[src/rtl/mem_wb_skid_buf.sv]
// MEM/WB pipeline register with a 2-entry skid buffer, flush and a write-back
// forwarding tap. All state updates on the falling edge of clk.
// Optional: define MEM_WB_STATS_EN to add saturating stall/bubble counters.
module mem_wb_skid_buf #(
   parameter int WB_W        = 4,
   parameter int DATA_W      = 32,
   parameter int ALU_W       = 16,
   parameter int REG_W       = 3,
   parameter int WREN_BIT    = 0,
   parameter int MEM2REG_BIT = 1
`ifdef MEM_WB_STATS_EN
   ,parameter int CNT_W      = 16
`endif
) (
   input  logic              clk,
   input  logic              rst,
   input  logic              enable,
   input  logic              flush,
   input  logic              i_valid,
   output logic              o_ready,
   input  logic [WB_W-1:0]   i_WB,
   input  logic [DATA_W-1:0] i_MemData,
   input  logic [ALU_W-1:0]  i_alu,
   input  logic [REG_W-1:0]  i_Rdst,
   output logic              o_valid,
   input  logic              i_ready,
   output logic [WB_W-1:0]   o_WB,
   output logic [DATA_W-1:0] o_MemData,
   output logic [ALU_W-1:0]  o_alu,
   output logic [REG_W-1:0]  o_Rdst,
   output logic              fwd_valid,
   output logic [REG_W-1:0]  fwd_rdst,
   output logic [ALU_W-1:0]  fwd_data
`ifdef MEM_WB_STATS_EN
   ,output logic [CNT_W-1:0] stall_cnt
   ,output logic [CNT_W-1:0] bubble_cnt
`endif
);

   typedef struct packed {
      logic [WB_W-1:0]   wb;
      logic [DATA_W-1:0] mem;
      logic [ALU_W-1:0]  alu;
      logic [REG_W-1:0]  rdst;
   } pay_t;

   pay_t main_q, main_d, skid_q, skid_d, in_pay;
   logic main_vld_q, main_vld_d, skid_vld_q, skid_vld_d;
   logic in_fire, out_fire;

   assign in_pay   = '{wb: i_WB, mem: i_MemData, alu: i_alu, rdst: i_Rdst};
   // Disabled cycles see no handshakes at all.
   assign in_fire  = enable & i_valid & ~skid_vld_q;
   assign out_fire = enable & main_vld_q & i_ready;

   // Next-state: EMPTY / ONE / FULL implied by the two valid bits; flush overrides.
   always_comb begin
      main_d     = main_q;
      skid_d     = skid_q;
      main_vld_d = main_vld_q;
      skid_vld_d = skid_vld_q;
      if (out_fire) begin
         if (skid_vld_q) begin
            main_d     = skid_q;
            skid_vld_d = 1'b0;
         end else if (in_fire) begin
            main_d     = in_pay;
         end else begin
            main_vld_d = 1'b0;
         end
      end else if (in_fire) begin
         if (main_vld_q) begin
            skid_d     = in_pay;
            skid_vld_d = 1'b1;
         end else begin
            main_d     = in_pay;
            main_vld_d = 1'b1;
         end
      end
      // Bubble: drop everything and zero WB so nothing can write back.
      if (flush) begin
         main_d     = main_q;
         skid_d     = skid_q;
         main_d.wb  = '0;
         skid_d.wb  = '0;
         main_vld_d = 1'b0;
         skid_vld_d = 1'b0;
      end
   end

   // Buffer registers; reset clears payload too so outputs read 0.
   always_ff @(negedge clk) begin
      if (rst) begin
         main_q     <= '0;
         skid_q     <= '0;
         main_vld_q <= 1'b0;
         skid_vld_q <= 1'b0;
      end else begin
         main_q     <= main_d;
         skid_q     <= skid_d;
         main_vld_q <= main_vld_d;
         skid_vld_q <= skid_vld_d;
      end
   end

   assign o_ready   = ~skid_vld_q;
   assign o_valid   = main_vld_q;
   assign o_WB      = main_q.wb;
   assign o_MemData = main_q.mem;
   assign o_alu     = main_q.alu;
   assign o_Rdst    = main_q.rdst;

   assign fwd_valid = main_vld_q & main_q.wb[WREN_BIT];
   assign fwd_rdst  = main_q.rdst;
   assign fwd_data  = main_q.wb[MEM2REG_BIT] ? main_q.mem[ALU_W-1:0] : main_q.alu;

`ifdef MEM_WB_STATS_EN
   logic [CNT_W-1:0] stall_q, stall_d, bubble_q, bubble_d;

   // Saturating counters, advanced only on enabled edges; flush does not clear.
   always_comb begin
      stall_d  = stall_q;
      bubble_d = bubble_q;
      if (enable) begin
         if (main_vld_q && !i_ready && stall_q != '1) stall_d = stall_q + CNT_W'(1);
         if (!main_vld_q && bubble_q != '1)          bubble_d = bubble_q + CNT_W'(1);
      end
   end

   // Counter registers.
   always_ff @(negedge clk) begin
      if (rst) begin
         stall_q  <= '0;
         bubble_q <= '0;
      end else begin
         stall_q  <= stall_d;
         bubble_q <= bubble_d;
      end
   end

   assign stall_cnt  = stall_q;
   assign bubble_cnt = bubble_q;
`endif

endmodule

[config.mk]
export PLATFORM = sky130hd
export DESIGN_NAME = mem_wb_skid_buf
export DESIGN_NICKNAME = d
export VERILOG_FILES = /design/src/rtl/mem_wb_skid_buf.sv
export SDC_FILE = /design/constraint.sdc
export NUM_CORES = 1
export LEC_CHECK = 0
export CORE_MARGIN = 4
export CORE_UTILIZATION = 40
export CTS_BUF_LIST = sky130_fd_sc_hd__clkbuf_8
export CTS_CLUSTER_SIZE = 30
export DETAILED_ROUTE_END_ITERATION = 6
export PLACE_DENSITY = 0.71
export SLEW_MARGIN = 20
export SYNTH_ARGS = -nofsm -noshare
export SYNTH_HDL_FRONTEND = slang
export SYNTH_SLANG_ARGS = --single-unit
[constraint.sdc]
create_clock -name clk -period 3.3 [get_ports clk]
set_clock_uncertainty 0.2 [all_clocks]
set_input_delay 0.66 -clock clk [delete_from_list [all_inputs] [get_ports clk]]
set_output_delay 0.66 -clock clk [all_outputs]
set_load 0.02 [all_outputs]
==> results.yml <==
yosys:
  synth.cell_area_sq_mm: 0.00586
  syn_inst: 609
  synth-seq-area-share: 0.382
  yosysUniqueCellTypes: 33
  synth_xor_area_frac: 0
  yosysWarnings: 0
  synth_adder_area_share: 0
  synthSimpleGateAreaFrac: 0.202
  synth_top_family_by_area: "compound AO/OA/AOI/OAI gates"
  ys_seq_elements: 112
  synthMuxAreaShare: 0.118
  synth_compound_area_frac: 0.228
  synth_area_per_cell_sq_um: 9.63
  synthesis.nets: 670
timing:
  setup_viol: 121
  fin_ws_ps: -671
  timing.slew.headroom: 0.579
  final_hold_viol_count: 0
  drv_slew: 0
  rsz0062_at_grt: "true"
  worst_slew_pin_slew_ps: 632
  setup_tns_ps: -21990
worst_setup_path:
  reg2reg_to: "o_alu[3]"
  r2r_start: "o_valid"
  rrSetupSlack_ps: 840
  worst-endpoint-required_ps: 2440
  worstPathArrival_ps: 3110
  crit_path_start_kind: "register"
  end_kind: "output port"
  worst_r2r_path_depth: 5
  crit_type: "reg -> out"
  worstPathMaxFanout: 8
finish:
  design_area_sq_mm: 0.00974
  synthToLayoutAreaGrowth_pct: 66.0
  post-route-util: 0.691
  antennaDiodeCount: 0
  stdcell_count: 1114
  drive_gt1_frac: 0.421
  fin_nets: 991
clock_network:
  cts_buffer_depth: 2
  cts_sinks: 112
  h-tree-depth: 3
  cts_made_buffers: 9
  clk_pin_slew_ps: 40
  clk_latency_ps: 440
  cts-root-buf: "clkbuf_8"
  cts_tree: "done"
  ctsHoldBuffers: 0
die:
  core_area_sq_mm: 0.0141
  die_h_um: 129
  pin_count: 138
  dieArea_sq_mm: 0.0167
  start_util: 0.416
  die_x_um: 129
  std_cell_rows: 43
power:
  power.leakage_nw: 4.06
  pwr-share-comb: 0.194
  peakVddDrop_v: 0.000310
  switchingPower_mw: 1.26
  intPower_mw: 2.41
  p_seq_frac: 0.391
  p_per_area_mw_per_mm2: 377
  switching_share: 0.344
  clkPwrFrac: 0.415
routing:
  wl_per_cell_um: 19.0
  drtIter0Drc: 504
  wirelength_um: 21200
  drc: 0
  drt_pass1_iterations: 5
  via_per_inst: 5.55
  route.vias.total: 6188
  final_antenna_net_count: 0
min_path:
  whs_endpoint: "skid_q[30]"
  hp-start: "skid_q[30]"
  holdPathStages: 2
  hp-class: "reg -> reg"
run:
  drv_cap: 0
placement:
  dp.cells: 952
  place_hpwl_um: 12800
  io_buffers: 137
  routabilityCongestion: 0.838
  dpl_cell_area_sq_mm: 0.00812
status:
  status: "complete, but fails checks"
  violations: "setup timing"
global_routing:
  antenna_found_initial: 1
  grt-ovfl-total: 0
  grt_pass1_wl_um: 32300
  track_usage: 0.245
  grt_pass1_vias: 6434
  grt_max_degree: 40
worst max-delay path by stage:
stage | cells after the start | to | startpoint
floorplan | 7 | o_MemData[24] | enable
global placement | 5 | o_WB[1] | enable
detailed placement | 5 | o_MemData[26] | enable
CTS | 3 | fwd_data[3] | o_WB[1]
global route | 3 | fwd_data[8] | o_WB[1]
finish | 3 | fwd_data[8] | o_WB[1]
sequential cells by signal (all words and copies together) (netlist names):
register,count
skid_q,55
o_MemData,32
o_alu,16
o_WB,4
fwd_rdst,3
o_valid,1
skid_vld_q,1
Yosys cell counts (all sizes together):
| master | instances | area [sq um] |
|---|---|---|
| or2 | 2 | 12.5 |
| and4 | 2 | 20.0 |
| o21a | 1 | 7.51 |
| and3 | 1 | 6.26 |
| inv | 3 | 11.3 |
| and4b | 1 | 10.0 |
| nand2b | 104 | 651 |
| mux2 | 16 | 180 |
| clkbuf | 29 | 109 |
| mux2i | 51 | 510 |
| dfxtp | 112 | 2240 |
| nor2 | 1 | 3.75 |
| nor2b | 1 | 6.26 |
| nand4 | 1 | 12.5 |
| a311oi | 56 | 803 |
| a31oi | 5 | 31.3 |
| nand4b | 1 | 8.76 |
| and2 | 1 | 6.26 |
| a21oi | 4 | 20.0 |
| a32oi | 1 | 8.76 |
| nand3b | 1 | 7.51 |
| nor3 | 1 | 5.00 |
| buf | 45 | 290 |
| a41oi | 51 | 447 |
| o21ai | 4 | 20.0 |
| nand2 | 110 | 413 |
| nand3 | 4 | 20.0 |
power by group through the flow:
stage / logic [mW] / clock network [mW] / registers (mW)
2_1_floorplan: 0.263 / 0.207 / 1.48
3_3_place_gp: 0.586 / 0.207 / 1.44
3_5_place_dp: 0.599 / 0.207 / 1.44
4_1_cts: 0.676 / 1.54 / 1.44
5_1_grt: 0.746 / 1.73 / 1.43
6_report: 0.711 / 1.52 / 1.44
layout by cell type, fill, tap and decap left out, types with 2 or more instances in the layout:
| master | n |
|---|---|
| a21oi_1 | 4 |
| a311oi_1 | 5 |
| a311oi_2 | 51 |
| a31oi_1 | 5 |
| a41oi_1 | 29 |
| a41oi_2 | 22 |
| and4_4 | 2 |
| buf_12 | 21 |
| buf_16 | 5 |
| buf_2 | 2 |
| buf_4 | 69 |
| buf_6 | 118 |
| bufinv_16 | 2 |
| clkbuf_16 | 2 |
| clkbuf_8 | 9 |
| clkdlybuf4s50_1 | 55 |
| clkinv_4 | 2 |
| dfxtp_1 | 55 |
| dfxtp_2 | 50 |
| dfxtp_4 | 7 |
| inv_1 | 113 |
| mux2_4 | 16 |
| mux2i_1 | 48 |
| mux2i_2 | 2 |
| nand2_1 | 110 |
| nand2b_1 | 102 |
| nand3_1 | 4 |
| o21ai_0 | 4 |
| or2_4 | 2 |
timing repair:
action / CTS / global route
endpoints found under the hold margin: 0 / 0
resized for setup: 593 / 40
pin swaps: 12 / 6
cloned: 6 / 2
setup endpoints to repair: 187 / 103
setup buffers: 12 / 29
metrics by stage:
step	power (mW)	setup WS (ps)	hold WS (ps)
3_3_place_gp	2.24	-757	257
3_5_place_dp	2.25	-815	262
4_1_cts	3.66	-660	270
6_report	3.67	-671	267
5_1_grt	3.91	-709	287
2_1_floorplan	1.95	-273	246
cell type report:
class,instances,area [sq um]
repair buffers,273,3030
well taps,180,225
fillers,1007,4360
clock buffers,9,124
multi-input cells,420,3490
flip-flops and latches,112,2330
inverters,2,7.51
clock inverters,118,523
worst max-delay path: stages, from the launching register on:
cell     delay, ps
dfxtp_4        400
buf_12         160
mux2_4         330
buf_6          140
layer usage:
layer  routed length (um)  global-route usage  up-vias
li1                     -                   -     2847
met3                 1500              0.0870       52
met4                  595               0.109        2
met5                    7                   0        -
met1                 8320               0.287     3016
met2                10800               0.405      271
cell families after synthesis:
logic type,after synthesis
AOI/OAI and AO/OA,122
and+or+nand+nor,231
buffers and inverters,77
muxes,67
DFF,112
No activity file was read; power rests on OpenSTA's default activity.
